`config.mk`:
```
export PLATFORM = sky130hd
export DESIGN_NAME = dm_arb
export DESIGN_NICKNAME = d
export VERILOG_FILES = /design/src/rtl/dm_arb.sv
export SDC_FILE = /design/constraint.sdc
export NUM_CORES = 1
export LEC_CHECK = 0
export CORE_MARGIN = 2
export CORE_UTILIZATION = 31
export CTS_CLUSTER_SIZE = 28
export DETAILED_ROUTE_END_ITERATION = 7
export PLACE_DENSITY = 0.92
export SYNTH_ARGS = -nofsm -noshare
export SYNTH_HDL_FRONTEND = slang
export SYNTH_SLANG_ARGS = --single-unit
```
`constraint.sdc`:
```
create_clock -name clk -period 1.7 [get_ports clk]
set_input_delay 0.34 -clock clk [delete_from_list [all_inputs] [get_ports clk]]
set_output_delay 0.34 -clock clk [all_outputs]
set_load 0.005 [all_outputs]
```
`src/rtl/dm_arb.sv`:
```
// Data-memory arbiter: CPU MEM stage has default priority, external req/gnt port
// gets a forced grant after STARVE_MAX denied cycles. Optional perf counters: DM_ARB_PERF_EN.
module dm_arb #(
    parameter int unsigned STARVE_MAX = 4
) (
    input  logic        clk,
    input  logic        rst_n,
    input  logic        cpu_rd,
    input  logic        cpu_wr,
    input  logic [6:0]  cpu_addr,
    input  logic [31:0] cpu_wdata,
    output logic [31:0] cpu_rdata,
    output logic        cpu_stall,
    input  logic        ext_req,
    input  logic        ext_we,
    input  logic [6:0]  ext_addr,
    input  logic [31:0] ext_wdata,
    output logic        ext_gnt,
    output logic        ext_rvalid,
    output logic [31:0] ext_rdata,
    output logic [6:0]  dm_addr,
    output logic        dm_rd,
    output logic        dm_wr,
    output logic [31:0] dm_wdata,
    input  logic [31:0] dm_rdata,
    output logic [15:0] perf_stall_cnt,
    output logic [15:0] perf_ext_cnt
);

    localparam int unsigned CW = 8;
    localparam int unsigned DW = 32;
    localparam logic [CW-1:0] WAIT_SAT  = '1;
    localparam logic [CW-1:0] WAIT_LAST = CW'(STARVE_MAX - 1);

    logic          force_q, force_d;
    logic [CW-1:0] wait_cnt_q, wait_cnt_d;
    logic          ext_rvalid_q, ext_rvalid_d;
    logic [DW-1:0] ext_rdata_q, ext_rdata_d;
    logic          cpu_act_c;
    logic          ext_own_c;

    // Owner selection and dm drive
    always_comb begin
        cpu_act_c = cpu_rd | cpu_wr;
        ext_own_c = ext_req & (force_q | ~cpu_act_c);

        ext_gnt   = ext_own_c;
        cpu_stall = ext_own_c & cpu_act_c;
        cpu_rdata = dm_rdata;
        dm_addr   = cpu_addr;
        dm_wdata  = cpu_wdata;
        dm_rd     = 1'b0;
        dm_wr     = 1'b0;

        if (ext_own_c) begin
            dm_addr  = ext_addr;
            dm_wdata = ext_wdata;
            dm_rd    = ~ext_we;
            dm_wr    = ext_we;
        end else if (cpu_act_c) begin
            dm_rd = cpu_rd;
            dm_wr = cpu_wr;
        end
    end

    // Starvation tracking and external read capture
    always_comb begin
        wait_cnt_d   = wait_cnt_q;
        force_d      = force_q;
        ext_rvalid_d = 1'b0;
        ext_rdata_d  = ext_rdata_q;

        if (!ext_req || ext_own_c) begin
            wait_cnt_d = '0;
            force_d    = 1'b0;
        end else begin
            if (wait_cnt_q != WAIT_SAT) begin
                wait_cnt_d = wait_cnt_q + CW'(1);
            end
            if (wait_cnt_q == WAIT_LAST) begin
                force_d = 1'b1;
            end
        end

        if (ext_own_c && !ext_we) begin
            ext_rvalid_d = 1'b1;
            ext_rdata_d  = dm_rdata;
        end
    end

    always_ff @(posedge clk) begin
        if (!rst_n) begin
            wait_cnt_q   <= '0;
            force_q      <= 1'b0;
            ext_rvalid_q <= 1'b0;
            ext_rdata_q  <= '0;
        end else begin
            wait_cnt_q   <= wait_cnt_d;
            force_q      <= force_d;
            ext_rvalid_q <= ext_rvalid_d;
            ext_rdata_q  <= ext_rdata_d;
        end
    end

    assign ext_rvalid = ext_rvalid_q;
    assign ext_rdata  = ext_rdata_q;

`ifdef DM_ARB_PERF_EN
    localparam int unsigned PW = 16;
    localparam logic [PW-1:0] PERF_SAT = '1;

    logic [PW-1:0] perf_stall_q, perf_stall_d;
    logic [PW-1:0] perf_ext_q, perf_ext_d;

    // Saturating event counters
    always_comb begin
        perf_stall_d = perf_stall_q;
        perf_ext_d   = perf_ext_q;
        if (cpu_stall && perf_stall_q != PERF_SAT) begin
            perf_stall_d = perf_stall_q + PW'(1);
        end
        if (ext_gnt && perf_ext_q != PERF_SAT) begin
            perf_ext_d = perf_ext_q + PW'(1);
        end
    end

    always_ff @(posedge clk) begin
        if (!rst_n) begin
            perf_stall_q <= '0;
            perf_ext_q   <= '0;
        end else begin
            perf_stall_q <= perf_stall_d;
            perf_ext_q   <= perf_ext_d;
        end
    end

    assign perf_stall_cnt = perf_stall_q;
    assign perf_ext_cnt   = perf_ext_q;
`else
    assign perf_stall_cnt = 16'h0000;
    assign perf_ext_cnt   = 16'h0000;
`endif

endmodule

```
==> impl_metrics.env, run 1 <==
export IMPL_rsz0062_at_grt="true"
export IMPL_slew_viol_final=0
export IMPL_peakVddDrop_uv=354
export IMPL_io_buffer_count=223
export IMPL_grt_pass1_vias=2941
export IMPL_synth_distinct_cells=36
export IMPL_fin_crit_ns=2.09
export IMPL_yosysSeqAreaShare_pct=29.8
export IMPL_synth_seq_cells=42
export IMPL_drc=0
export IMPL_synth_area_mm2=0.00282
export IMPL_dr_pass1_iters=4
export IMPL_cp_end_kind="output port"
export IMPL_yosysWarningCount=0
export IMPL_root_buffer="clkbuf_8"
export IMPL_ant_nets=0
export IMPL_grt_pass1_wl_mm=15.7
export IMPL_wl_per_cell_um=17.4
export IMPL_p_per_area_mw_per_mm2=520
export IMPL_placed_area_mm2=0.00474
export IMPL_cp_data_required_time_ns=1.36
export IMPL_worstPathMaxFanout=10
export IMPL_status="finished, violations left"
export IMPL_seqCellArea_um2=842
export IMPL_setup_viol=43
export IMPL_critPathKind="register to output port"
export IMPL_stdcell_area_mm2=0.00522
export IMPL_diodes=0
export IMPL_final_setup_worst_slack_ns=-0.395
export IMPL_die_area_mm2=0.00988
export IMPL_cp_start_kind="register"
export IMPL_grtUsageTotal_pct=20.5
export IMPL_max_freq_ghz=0.477
export IMPL_multi_input_area_mm2=0.00156
export IMPL_clk_pin_slew_ns=0.09
export IMPL_viasPerCell=4.59
export IMPL_die_x_um=99.4
export IMPL_num_fill_cells=678
export IMPL_cts_tree="done"
export IMPL_layout_common_cells="163 x clkdlybuf4s50_1, 66 x nand2_1, 41 x dfxtp_1"
export IMPL_clk_path_buf_depth=2
export IMPL_overflow=0
export IMPL_syn_inst=307
export IMPL_drv_cap=0
export IMPL_violations="setup timing"
export IMPL_r2r_slack_ns=0.12
export IMPL_leakage_nw=2.28
export IMPL_drt_total_wl_mm=10.8
export IMPL_dp_cells=598
export IMPL_core_area_mm2=0.00876
export IMPL_hp_class="register to register"
export IMPL_stdcell_count=622
export IMPL_top_level_ports=256
export IMPL_cts_buffers=5
export IMPL_dp_hpwl_mm=7.90
export IMPL_vias=2853
export IMPL_finClkSkew_ns=0.00493
export IMPL_grt_max_degree=68
export IMPL_initial_core_util_pct=32.2
export IMPL_finalCritPeriodShare_pct=123
export IMPL_row_count=34
export IMPL_die_h_um=99.4
export IMPL_gp_congestion=0.867
export IMPL_clock_sinks=42
export IMPL_htreeDepth=2
export IMPL_fin_nets=630
export IMPL_final_common_cell="clkdlybuf4s50_1"
export IMPL_hold_violations=0
export IMPL_clk_latency_ns=0.29
export IMPL_drt_iter0_markers=108
export IMPL_grt_antenna_before_repair=0
export IMPL_cp_arrival_ns=1.75
export IMPL_avgSynthCellArea_um2=9.19
export IMPL_drive_above_1_share_pct=23.2
export IMPL_syn_to_final_growth_pct=85.1
==> path summary, 6_finish.rpt <==
check           startpoint  cells after the start       endpoint
max reg2reg        force_q                      4  ext_rdata[21]
min          ext_rdata[27]                      2  ext_rdata[27]
min reg2reg  ext_rdata[27]                      2  ext_rdata[27]
max                force_q                      5   dm_wdata[25]
==> critical path, cell delays in order, from the launching register on <==
cell           delay [ns]
dfxtp_2              0.35
o21ai_4              0.21
buf_4                0.16
buf_12               0.13
mux2_2               0.34
dlygate4sd2_1        0.27
==> repair_timing <==
action / in CTS / in global routing
resized for setup: 169 / 71
hold buffers: 0 / 0
setup buffers: 11 / 5
endpoints found under the setup margin: 79 / 53
pin swaps: 3 / 2
gates cloned: 5 / 1
==> report_power, final <==
part | switching, W | total, W | internal (W)
logic | 0.000293 | 0.000879 | 0.000586
registers | 0.0000105 | 0.00101 | 0.00100
clock network | 0.000375 | 0.000823 | 0.000448
==> cells by family (layout without fill, tap and decap cells) <==
| family | Yosys count | count (layout) | synth area share [%] |
|---|---|---|---|
| and+or+nand+nor | 93 | 93 | 14.5 |
| adders and majority gates | 1 | 1 | 0.444 |
| DFF | 42 | 42 | 29.8 |
| other | 1 | 32 | 0.133 |
| buffers and inverters | 84 | 260 | 23.8 |
| muxes | 72 | 72 | 27.3 |
| AOI/OAI and AO/OA | 14 | 14 | 3.99 |
==> final cells by class <==
class	count	area share, %
clock buffer	5	1.32
clock inverter	3	0.935
inverter	3	0.216
multi-input combinational	212	29.8
sequential	42	16.1
tap	108	2.59
timing repair buffer	249	49.0
==> metrics by stage <==
stage          setup TNS, ns  hold WS (ns)  worst slack, ns  utilization (%)  total power, W
6_report              -12.99         0.457           -0.395             59.6         0.00271
3_5_place_dp          -50.15         0.448           -0.813             54.1         0.00183
3_3_place_gp          -47.43         0.443           -0.801             54.1         0.00181
5_1_grt               -14.77         0.488           -0.426             59.6         0.00286
4_1_cts               -14.39         0.462           -0.426             58.9         0.00271
2_1_floorplan              0         0.451            0.221                -         0.00136
==> state kept, by name, indices dropped and copies added (netlist names) <==
register,flops
force_q,1
wait_cnt_q,8
ext_rvalid,1
ext_rdata,32
==> routing by layer <==
metal / GRT usage [%] / part of all wire, %
met5: 0 / 0
met3: 6.47 / 7.0
met4: 5.06 / 1.2
met2: 36.3 / 52
met1: 24.0 / 40
==> Yosys cell counts <==
library cell	n	area (µm²)
buf_12	3	60.1
o21ba_4	1	16.3
buf_2	3	15.0
mux2_1	2	22.5
and4_1	1	8.76
a21oi_1	4	20.0
inv_1	3	11.3
dlygate4sd1_1	2	17.5
nand2_1	66	248
and3_1	1	6.26
nor4b_1	2	17.5
nand3_1	4	20.0
a21boi_0	1	7.51
nor3b_1	1	7.51
nor2_1	4	15.0
nand4b_1	1	8.76
conb_1	1	3.75
and2_1	1	6.26
ha_1	1	12.5
buf_6	6	67.6
a211oi_1	1	7.51
dfxtp_1	42	841
a31oi_1	2	12.5
dlymetal6s2s_1	1	12.5
nand4_1	3	18.8
a21o_1	1	7.51
nor3b_2	1	12.5
mux2_2	37	417
nor3_1	8	40.0
buf_4	64	480
o21ai_0	1	5.00
o21ai_4	1	16.3
clkbuf_1	2	7.51
a211oi_2	1	12.5
mux2i_1	33	330
o21bai_1	1	7.51
Power figures use the tool's default switching activity.
==> run 2: changes to the inputs <==
- CORE_UTILIZATION: 31 -> 30
- CTS_CLUSTER_DIAMETER: not set -> 80
- PLACE_DENSITY: 0.92 -> 0.9
==> run 2 against run 1 <==
Compared with the run above:
- the run still ends with setup timing left
- via count is 3.4% higher
- flip-flop and latch count stayed put
- clock skew is 0.0015 ns lower
- non-clock buffer count is 10 higher
- fmax is 0.40% lower
- critical path depth is 2 higher
- die area is 3.2% higher
- count of clock-buffer cells in the layout is 1 higher
- largest cell class unchanged
==> impl_metrics.env, run 2 (synthesized netlist as in run 1, its figures left out) <==
export IMPL_status="finished, violations left"
export IMPL_violations="setup timing"
export IMPL_cp_data_required_time_ns=1.36
export IMPL_clk_path_buf_depth=2
export IMPL_grt_max_degree=34
export IMPL_initial_core_util_pct=30.7
export IMPL_drv_cap=0
export IMPL_hp_class="input port to register"
export IMPL_placed_area_mm2=0.00475
export IMPL_die_h_um=101
export IMPL_clock_sinks=42
export IMPL_grt_antenna_before_repair=3
export IMPL_layout_common_cells="165 x clkdlybuf4s50_1, 66 x nand2_1, 46 x buf_6"
export IMPL_final_common_cell="clkdlybuf4s50_1"
export IMPL_dp_worst_setup_slack_ns=-0.831
export IMPL_largest_reg_flops=32
export IMPL_cts_tree="done"
export IMPL_setup_viol=43
export IMPL_rsz0062_at_grt="true"
export IMPL_rr_worst_depth=5
export IMPL_min_to="ext_rdata[26]"
export IMPL_fin_crit_ns=2.10
export IMPL_leakage_nw=2.31
export IMPL_critPathKind="register to output port"
export IMPL_drt_total_wl_mm=11.5
export IMPL_grt_pass1_wl_mm=15.7
export IMPL_cp_arrival_ns=1.76
export IMPL_row_count=35
export IMPL_viasPerCell=4.64
export IMPL_r2r_slack_ns=0.04
export IMPL_final_util_pct=57.5
export IMPL_root_buffer="clkbuf_8"
export IMPL_drive_above_1_share_pct=26.2
export IMPL_syn_to_final_growth_pct=87.6
export IMPL_max_freq_ghz=0.475
export IMPL_final_setup_worst_slack_ns=-0.403
export IMPL_p_per_area_mw_per_mm2=513
export IMPL_peakVddDrop_uv=286
export IMPL_overflow=0
export IMPL_clk_latency_ns=0.29
export IMPL_dp_hpwl_mm=7.70
export IMPL_drc=0
export IMPL_core_area_mm2=0.00920
export IMPL_grtUsageTotal_pct=20.2
export IMPL_fin_nets=640
export IMPL_ant_nets=0
export IMPL_top_level_ports=256
export IMPL_slew_viol_final=0
export IMPL_finClkSkew_ns=0.00344
export IMPL_reg2reg_to="ext_rdata[10]"
export IMPL_htreeDepth=2
export IMPL_worstPathMaxFanout=5
export IMPL_cp_end_kind="output port"
export IMPL_dr_pass1_iters=4
export IMPL_io_buffer_count=223
export IMPL_hp_start="rst_n"
export IMPL_finalCritPeriodShare_pct=124
export IMPL_die_x_um=101
export IMPL_gp_congestion=0.809
export IMPL_die_area_mm2=0.0102
export IMPL_grt_pass1_vias=2920
export IMPL_hold_ws_ns=0.423
export IMPL_total_power_w=0.00272
export IMPL_worstSetupStartpoint="force_q"
export IMPL_drt_iter0_markers=80
export IMPL_clk_pin_slew_ns=0.08
export IMPL_cp_start_kind="register"
export IMPL_vias=2951
export IMPL_hold_violations=0
export IMPL_cts_buffers=5
export IMPL_wl_per_cell_um=18.1
export IMPL_r2r_start="force_q"
export IMPL_stdcell_area_mm2=0.00529
export IMPL_hold_path_depth=3
## run 2: worst max-delay path by stage
stage	end	slack [ns]	cells after the start
floorplan	dm_wdata[12]	0.22	4
global placement	dm_wdata[25]	-0.79	6
detailed placement	dm_wdata[25]	-0.83	6
CTS	dm_wdata[6]	-0.43	6
global route	dm_wdata[8]	-0.43	7
finish	dm_wdata[8]	-0.40	7
## run 2: what timing repair did
item                       4_1_cts  5_1_grt
hold buffers                     0        0
setup endpoints to repair       78       57
setup buffers                   21        3
gates cloned                     4        1
gates resized for setup        211       61
pin swaps                        3        3
## run 2: per-layer routing
layer  wire, µm  global-route usage, %
met1       4070                   21.1
met2       6130                   37.0
met3        888                   7.00
met4        428                   8.11
met5         13                      0
## run 2: worst max-delay path, cell delays in order, from the launching register on
cell     delay (ns)
dfxtp_4        0.37
o21ai_4        0.21
buf_6          0.14
buf_6          0.12
buf_16         0.13
buf_6          0.09
mux2_4         0.30
buf_6          0.12
## run 2: per-stage QoR
| stage | TNS, ns | instances |
|---|---|---|
| after floorplan | 0 | 338 |
| after global placement | -46.38 | 603 |
| after detailed placement | -51.39 | 603 |
| after CTS | -13.42 | 635 |
| after global routing | -13.24 | 635 |
| final | -12.04 | 636 |
## run 2: power breakdown
group,switching [W],internal [W],leakage (nW),total [W]
clock network,0.000332,0.000470,0.0573,0.000802
registers,0.0000109,0.00100,0.341,0.00101
logic,0.000304,0.000598,1.92,0.000902
total,0.000647,0.00207,2.31,0.00272
## run 2: cell type report
class                   count  area, µm²
fillers                   765       3910
repair buffers            259       2610
multi-input cells         212       1560
flip-flops and latches     42        845
well taps                 111        139
clock buffers               6       82.6
clock inverters             1       30.0
inverters                   3       11.3
diodes                      2       5.00
